==> src/rtl/stopwatch_pkg.sv <==
// Shared stopwatch types: debounce FSM states, event payload and debounce defaults.
package stopwatch_pkg;

   localparam int unsigned DEBOUNCE_CYCLES_DEF   = 4;
   // 10 ms at 100 MHz for the board build
   localparam int unsigned DEBOUNCE_CYCLES_BOARD = 1_000_000;

   typedef enum logic [1:0] {
      IDLE,
      PRESS_WAIT,
      PRESSED,
      RELEASE_WAIT
   } db_state_t;

   typedef struct packed {
      logic trig;
      logic split;
   } btn_evt_t;

endpackage

==> src/rtl/btn_pulser_if.sv <==
// trig/split event interface between the button front end and the control FSM.
interface btn_pulser_if;

   logic trig;
   logic split;

   modport master (output trig, output split);
   modport slave  (input  trig, input  split);

endinterface

==> src/rtl/btn_debounce.sv <==
// One button channel: 2-flop synchronizer, debounce FSM and stability counter.
module btn_debounce
   import stopwatch_pkg::*;
#(
   parameter int unsigned DEBOUNCE_CYCLES = DEBOUNCE_CYCLES_DEF
) (
   input  logic clk,
   input  logic reset,
   input  logic btn_raw,
   output logic press_pulse
);

   localparam int unsigned CNT_W = $clog2(DEBOUNCE_CYCLES + 1);
   localparam logic [CNT_W-1:0] CNT_LAST = CNT_W'(DEBOUNCE_CYCLES - 1);

   logic            q1_q, q1_d;
   logic            q2_q, q2_d;
   logic [CNT_W-1:0] cnt_q, cnt_d;
   db_state_t       state_q, state_d;

   // State register, synchronizer and counter flops
   always_ff @(posedge clk or negedge reset) begin
      if (!reset) begin
         q1_q    <= 1'b0;
         q2_q    <= 1'b0;
         cnt_q   <= '0;
         state_q <= IDLE;
      end else begin
         q1_q    <= q1_d;
         q2_q    <= q2_d;
         cnt_q   <= cnt_d;
         state_q <= state_d;
      end
   end

   // Next-state and counter logic
   always_comb begin
      q1_d    = btn_raw;
      q2_d    = q1_q;
      state_d = state_q;
      cnt_d   = cnt_q;
      unique case (state_q)
         IDLE: begin
            if (q2_q) begin
               state_d = PRESS_WAIT;
               cnt_d   = '0;
            end
         end
         PRESS_WAIT: begin
            if (!q2_q) begin
               state_d = IDLE;
            end else if (cnt_q == CNT_LAST) begin
               state_d = PRESSED;
            end else begin
               cnt_d = cnt_q + CNT_W'(1);
            end
         end
         PRESSED: begin
            if (!q2_q) begin
               state_d = RELEASE_WAIT;
               cnt_d   = '0;
            end
         end
         RELEASE_WAIT: begin
            if (q2_q) begin
               state_d = PRESSED;
            end else if (cnt_q == CNT_LAST) begin
               state_d = IDLE;
            end else begin
               cnt_d = cnt_q + CNT_W'(1);
            end
         end
         default: begin
            state_d = IDLE;
            cnt_d   = '0;
         end
      endcase
   end

   // Accept strobe; the pulse register lives in btn_pulser
   always_comb begin
      press_pulse = 1'b0;
      if ((state_q == PRESS_WAIT) && q2_q && (cnt_q == CNT_LAST)) begin
         press_pulse = 1'b1;
      end
   end

endmodule

==> src/rtl/btn_pulser.sv <==
// Two debounced button channels feeding registered one-cycle trig/split pulses.
// Optional BTN_MUTEX_EN: trig wins when both channels accept on the same edge.
module btn_pulser
   import stopwatch_pkg::*;
#(
   parameter int unsigned DEBOUNCE_CYCLES = DEBOUNCE_CYCLES_DEF
) (
   input  logic            clk,
   input  logic            reset,
   input  logic            btn_trig_raw,
   input  logic            btn_split_raw,
   btn_pulser_if.master    evt
);

   logic     trig_acc;
   logic     split_acc;
   btn_evt_t evt_q, evt_d;

   btn_debounce #(.DEBOUNCE_CYCLES(DEBOUNCE_CYCLES)) u_db_trig (
      .clk         (clk),
      .reset       (reset),
      .btn_raw     (btn_trig_raw),
      .press_pulse (trig_acc)
   );

   btn_debounce #(.DEBOUNCE_CYCLES(DEBOUNCE_CYCLES)) u_db_split (
      .clk         (clk),
      .reset       (reset),
      .btn_raw     (btn_split_raw),
      .press_pulse (split_acc)
   );

   // Pulse selection; a suppressed split press is dropped, not deferred
   always_comb begin
      evt_d.trig  = trig_acc;
      evt_d.split = split_acc;
`ifdef BTN_MUTEX_EN
      if (trig_acc) begin
         evt_d.split = 1'b0;
      end
`endif
   end

   // Output pulse registers, cleared on every edge they are not set
   always_ff @(posedge clk or negedge reset) begin
      if (!reset) begin
         evt_q <= '0;
      end else begin
         evt_q <= evt_d;
      end
   end

   assign evt.trig  = evt_q.trig;
   assign evt.split = evt_q.split;

endmodule
==> src/flat_wrapper.sv <==
// flat-port wrapper written by rule: the top's interface ports become plain ports
module btn_pulser_flat import stopwatch_pkg::*;
#(
   parameter int unsigned DEBOUNCE_CYCLES = DEBOUNCE_CYCLES_DEF
)
  (clk, reset, btn_trig_raw, btn_split_raw, evt_trig, evt_split);
  btn_pulser_if evt_i ();
  input  logic clk;
  input  logic reset;
  input  logic btn_trig_raw;
  input  logic btn_split_raw;
  output wire logic [$bits(evt_i.trig)-1:0] evt_trig;
  output wire logic [$bits(evt_i.split)-1:0] evt_split;
  assign evt_trig = evt_i.trig;
  assign evt_split = evt_i.split;
  btn_pulser #(.DEBOUNCE_CYCLES(DEBOUNCE_CYCLES)) u_core (.clk(clk), .reset(reset), .btn_trig_raw(btn_trig_raw), .btn_split_raw(btn_split_raw), .evt(evt_i));
endmodule
==> config.mk <==
export PLATFORM = sky130hd
export DESIGN_NAME = btn_pulser_flat
export DESIGN_NICKNAME = d
export VERILOG_FILES = /design/src/rtl/stopwatch_pkg.sv /design/src/rtl/btn_pulser_if.sv /design/src/rtl/btn_debounce.sv /design/src/rtl/btn_pulser.sv /design/src/flat_wrapper.sv
export SDC_FILE = /design/constraint.sdc
export NUM_CORES = 1
export LEC_CHECK = 0
export ABC_AREA = 1
export CAP_MARGIN = 25
export CELL_PAD_IN_SITES_DETAIL_PLACEMENT = 0
export CELL_PAD_IN_SITES_GLOBAL_PLACEMENT = 1
export CORE_ASPECT_RATIO = 1.25
export CORE_MARGIN = 2
export CORE_UTILIZATION = 30
export CTS_CLUSTER_DIAMETER = 30
export DETAILED_ROUTE_END_ITERATION = 8
export DONT_BUFFER_PORTS = 1
export GPL_TIMING_DRIVEN = 1
export MAX_ROUTING_LAYER = met4
export PLACE_DENSITY = 0.64
export SYNTH_ARGS = -nofsm -noshare
export SYNTH_HDL_FRONTEND = slang
export SYNTH_HIERARCHICAL = 1
export SYNTH_SLANG_ARGS = --single-unit
export TNS_END_PERCENT = 100
==> constraint.sdc <==
create_clock -name clk -period 2.25 [get_ports clk]
set_clock_uncertainty 0.05 [all_clocks]
set_input_delay 0.45 -clock clk [delete_from_list [all_inputs] [get_ports clk]]
set_output_delay 0.45 -clock clk [all_outputs]
set_load 0.03 [all_outputs]
Yosys cells after proc, flatten, opt, wreduce, memory -nomap -nowiden --
Cells that the tools add are included.
Operators by class: add/sub/neg operators 2, reduce and logical (&&, ||, !) cells 10, muxes and demuxes 28, equality and inequality tests 20
Operator list (number):
- 3-bit 2-to-1 mux | 10
- 2-bit 2-to-1 mux | 12
- 3-bit one-hot mux with 4 select lines | 2
- 2-bit inequality test (second input constant) | 8
- 2-bit one-hot mux with 4 select lines | 2
- 4-bit AND reduction | 4
- 3-bit inequality test (second input constant) | 4
- 2-bit equality test (second input constant) | 4
- 3-bit by 1-bit adder with 3-bit output (second input constant) | 2
- 3-bit by 2-bit equality test with 1-bit output (second input constant) | 2
- 2-bit by 1-bit equality test with 1-bit output (second input constant) | 2
- 1-bit logical AND | 4
- 2-bit logical NOT | 2
- 1-bit 2-to-1 mux | 2
Word-level totals: register bits 16, input bits 4

Depth between registers and ports, before layout --
depth after elaboration 4, mapped depth 6, gate-level depth less buffers 6

Hierarchy --
The synthesis kept the hierarchy.
Modules (own cells, without submodules):
- btn_debounce | times used 2, sequential area each 175.2 sq um, cells an instance 37, area each 319.1 sq um
- btn_pulser | times used 1, sequential area each 50.0 sq um, cells an instance 2, area each 50.0 sq um

Worst setup path before layout --
OpenSTA, ideal clock, no wires.
path kind reg2reg, start point register u_core.u_db_split.cnt_q[0], end point register u_core.u_db_split.cnt_q[0], cell stages (with the launch flop) 7, setup time 117 ps, arrival 1065 ps, setup slack 1018 ps, cells stage by stage dfrtp_1 ha_1 ha_1 nand2_2 nand3_2 nand2_1 nand2_1
On the way: longest elaborated chain between the ends 4, elaborated cells between the ends (all ways) 6, classes of those cells 1 x add/sub; 1 x eq/ne; 4 x mux
RTL lines:
- start: declaration | line btn_debounce.sv:18 | logic [CNT_W-1:0] cnt_q, cnt_d;
- start signal: assignment | line btn_debounce.sv:31 | cnt_q <= cnt_d;
- 3-bit by 1-bit adder with 3-bit output or 3-bit by 2-bit equality test with 1-bit output (tied branches)
- 3-bit 2-to-1 mux * | line btn_debounce.sv:52, btn_debounce.sv:67
- 3-bit 2-to-1 mux, on equally long branches | line btn_debounce.sv:65, btn_debounce.sv:50
- 3-bit one-hot mux with 4 select lines * | line btn_debounce.sv:42 | unique case (state_q)
Every way passes the cells marked *; elsewhere a longest branch is shown, timed or not. The select of a mux whose other input is x is not followed. A chain may end at the register's enable or synchronous reset.

Worst setup path in the final report --
start point register u_core.u_db_trig.cnt_q[0], end point register u_core.u_db_trig.cnt_q[1]
On the way: longest elaborated chain between the ends 4, elaborated cells between the ends (all ways) 6, classes of those cells 1 x add/sub; 1 x eq/ne; 4 x mux
RTL lines (line):
- start: declaration | btn_debounce.sv:18
- start signal: assignment | btn_debounce.sv:31
- 3-bit by 1-bit adder with 3-bit output or 3-bit by 2-bit equality test with 1-bit output (tied branches)
- 3-bit 2-to-1 mux * | btn_debounce.sv:52, btn_debounce.sv:67
- 3-bit 2-to-1 mux, on equally long branches | btn_debounce.sv:65, btn_debounce.sv:50
- 3-bit one-hot mux with 4 select lines * | btn_debounce.sv:42
Marks and branches as above.

==> impl.org <==
** Clocking
- Clock edge transition at the registers on the reported setup and hold paths :: 0.09 ns
- Clock tree synthesis inserted a total of 3 buffers.
- Buffers added to address setup during post-CTS repair amount to 0.
- # resized after CTS :: 0
- CTS placed an instance of sky130_fd_sc_hd__clkbuf_4 at the clock tree root.
- Max clock buf depth :: 2
- Clock tree from TritonCTS :: built
- CTS H-tree depth :: 1
- The clock reaches the later pin of the worst-skew pair after 0.28 ns.
- The clock drives 16 sinks.

** GRT
- First-pass GRT wire length :: 1910 um
- Vias in the first global route :: 461
- GRT Overall Usage :: 10.8%
- Entering global routing, the biggest net connects 17 pins.
- GRT overflow :: 0
- The number of antenna violations at the first check in global routing is 0.

** Timing
- The final count of hold timing violations came to 0.
- Final period util :: 60.7%
- Final number of setup-violating endpoints :: 0
- For the final routed database, the setup TNS stands at 0 ns.
- Slew at the pin closest to its max-slew limit :: 0.704 ns
- The final max-slew violation count was 0.
- Static timing analysis puts the maximum clock frequency at 0.732 GHz.
- After layout, the minimum clock period comes to 1.37 ns.
- Headroom to the max-slew limit came out at 52.9%.
- Setup repair after global routing missed its margin :: no

** Synthesis
- Post-Synthesis Net Count :: 84
- In the post-synthesis netlist, the biggest area contributors are sky130_fd_sc_hd__dfrtp_1 (58%), sky130_fd_sc_hd__nand2_1 (14%), sky130_fd_sc_hd__ha_1 (7.3%).
- Counting every instance in the synthesized netlist gives 76.
- Dividing the synthesized area by the synthesized cell count gives 9.05 um2.
- Cell variety after synth :: 10
- Biggest area consumer among synthesized cells :: sky130_fd_sc_hd__dfrtp_1
- For this run, the number of Yosys warnings is 6.
- Sequential-to-total area share from yosys stat :: 58.2%
- In this run the biggest area consumer among cell types represents 58.2% of the synthesized area.
- The cell area that synthesis handed to floorplanning was 688 um2.
- The synthesized design contains 16 register bits.

** Placement
- Placer Congestion :: 0.690
- Number of buffer cells added on primary ports :: 0
- Detailed placement ended at an HPWL of 818 um.
- The placed instances occupy a cell area of 727 um2.

** Final layout
- Post-route standard cell area excluding fillers :: 759 um2
- Fraction of layout cells with a size suffix above 1 :: 11.3%
- Count of antenna diodes in the layout :: 0
- Number of fill cells :: 239
- Synth-to-layout area growth :: 10.4%
- Final nets :: 90

** Floorplanning
- The total area inside the core boundary comes to 2190 um2.
- For this configuration, the core starts out at a cell density of 31.5%.
- The floorplan step defined a die boundary enclosing 2700 um2.
- Width of the chip :: 46.8 um
- The floorplan has 19 rows.
- From bottom edge to top edge, the die measures 57.5 um.
- 6 I/O pins were placed.

** Run status
- Result of the run :: completed

** Critical path
- Worst reg2reg path endpoint :: u_core/u_db_trig/cnt_q[1]
- Startpoint of the worst-slack reg-to-reg timing path :: u_core/u_db_trig/cnt_q[0]
- Data on the critical path is required at its endpoint by 2.37 ns.
- Worst r2r path cells :: 6
- Worst setup path class :: flop to flop
- In this run the register-to-register setup slack is 0.88 ns.
- Startpoint types :: flop
- STA classifies the critical path endpoint as a flop.
- In this run the worst path has a maximum fanout of 7.
- STA puts the critical path data arrival time at 1.48 ns.

** Routing
- After detailed routing, the number of vias per cell comes to 4.29.
- Via count of the routed design :: 476
- After detailed routing, the total wire length is 1070 um.
- Antenna viol nets, final :: 0
- Starting DRT DRC Count :: 9
- Routed wire length per instance :: 9.64 um
- DRC violations left :: 0
- For this run, the detailed router's first-pass iteration total came to 4.

** Pwr
- Share of power burned in registers :: 52.7%
- Part of the total power dissipated in combinational logic :: 30.0%
- Static leakage :: 0.000423 uW
- Net switching is 35.9% of the power.
- VDD sags by at most 476 uV.
- P per Cell Area :: 1080 nW/um2
- The internal power of the cells totals 524 uW.
- The share of total power dissipated in the clock network is 17.4%.
- Switch Pwr :: 294 uW
- Total power :: 817 uW

** Job
- The tool flagged a number of max-cap violations equal to 0.

** Worst hold path
- Hold Crit Class :: input port to flop
- Worst hold path endpoint :: u_core/u_db_split/q1_q
- Hold Path Stages :: 0
- Origin of the worst min-delay path :: btn_split_raw
## synth_stat cells
cell type / instances
sky130_fd_sc_hd__nand2_2: 2
sky130_fd_sc_hd__nand3_1: 6
sky130_fd_sc_hd__inv_2: 2
sky130_fd_sc_hd__nand3_2: 2
sky130_fd_sc_hd__dfrtp_1: 16
sky130_fd_sc_hd__inv_1: 10
sky130_fd_sc_hd__ha_1: 4
sky130_fd_sc_hd__nand2_1: 26
sky130_fd_sc_hd__o21ai_0: 2
sky130_fd_sc_hd__nor2_1: 6
## per-layer routing
| layer | vias up | wire length (um) | track usage [%] |
|---|---|---|---|
| li1 | 240 | - | - |
| met1 | 224 | 417 | 11.0 |
| met2 | 8 | 577 | 16.6 |
| met3 | 4 | 41 | 3.16 |
| met4 | 0 | 34 | 8.33 |
| met5 | - | 0 | - |
## power by group through the flow
stage / Combinational, uW / Sequential, uW / Clock [uW]
finish: 245 / 430 / 142
global placement: 241 / 437 / 0
detailed placement: 243 / 437 / 0
global route: 303 / 441 / 167
floorplan: 200 / 423 / 0
CTS: 250 / 432 / 154
## critical path, stage by stage (launching register included)
cell and delay, ns:
sky130_fd_sc_hd__dfrtp_1 0.41, sky130_fd_sc_hd__ha_1 0.22, sky130_fd_sc_hd__ha_1 0.19, sky130_fd_sc_hd__nand2_2 0.13
sky130_fd_sc_hd__nand3_2 0.13, sky130_fd_sc_hd__nand2_1 0.08, sky130_fd_sc_hd__nand2_1 0.05
## cell type report
class | instances | area [um2] | share of cell area [%]
clock buffer | 3 | 22.5 | 2.97
timing repair buffer | 1 | 10.0 | 1.32
inverter | 12 | 45.0 | 5.93
sequential | 16 | 400 | 52.7
tap | 31 | 38.8 | 5.11
multi-input combinational | 48 | 243 | 32.0
## worst max path at each step
stage	cells past startpoint	endpoint	from
floorplan	6	u_core/u_db_split/cnt_q[0]	u_core/u_db_split/cnt_q[0]
global placement	6	u_core/u_db_trig/cnt_q[1]	u_core/u_db_trig/cnt_q[0]
detailed placement	6	u_core/u_db_trig/cnt_q[1]	u_core/u_db_trig/cnt_q[0]
CTS	6	u_core/u_db_trig/cnt_q[1]	u_core/u_db_trig/cnt_q[0]
global route	6	u_core/u_db_trig/cnt_q[0]	u_core/u_db_trig/cnt_q[0]
finish	6	u_core/u_db_trig/cnt_q[1]	u_core/u_db_trig/cnt_q[0]
## timing repair
action	in CTS	in global routing
hold buffers	1	0
endpoints found under the setup margin	0	0
endpoints found under the hold margin	16	0
## stage by stage
stage                     setup WS, ns  cells  hold slack, ns  util, %
after detailed placement         0.889    107           0.105     33.2
after CTS                        0.866    111           0.127     34.7
after floorplan                   1.02     76           0.104        -
after global routing             0.737    111           0.110     34.7
final                            0.884    111           0.142     34.7
after global placement           0.892    107           0.105     33.2
## cell families after synthesis
logic type,share of synthesized area [%]
buf+inv,6.55
flops,58.2
fa+ha+maj,7.27
compound gates,1.45
simple gates,26.5
## placed cells by master (no fill, tap or decap)
cell type	count
sky130_fd_sc_hd__dfrtp_1	16
sky130_fd_sc_hd__nand3_2	2
sky130_fd_sc_hd__nand2_1	26
sky130_fd_sc_hd__nand3_1	6
sky130_fd_sc_hd__o21ai_0	2
sky130_fd_sc_hd__clkbuf_4	3
sky130_fd_sc_hd__ha_1	4
sky130_fd_sc_hd__nor2_1	6
sky130_fd_sc_hd__inv_1	10
sky130_fd_sc_hd__dlygate4sd3_1	1
sky130_fd_sc_hd__nand2_2	2
sky130_fd_sc_hd__inv_2	2
(Power assumes the default switching activity.)
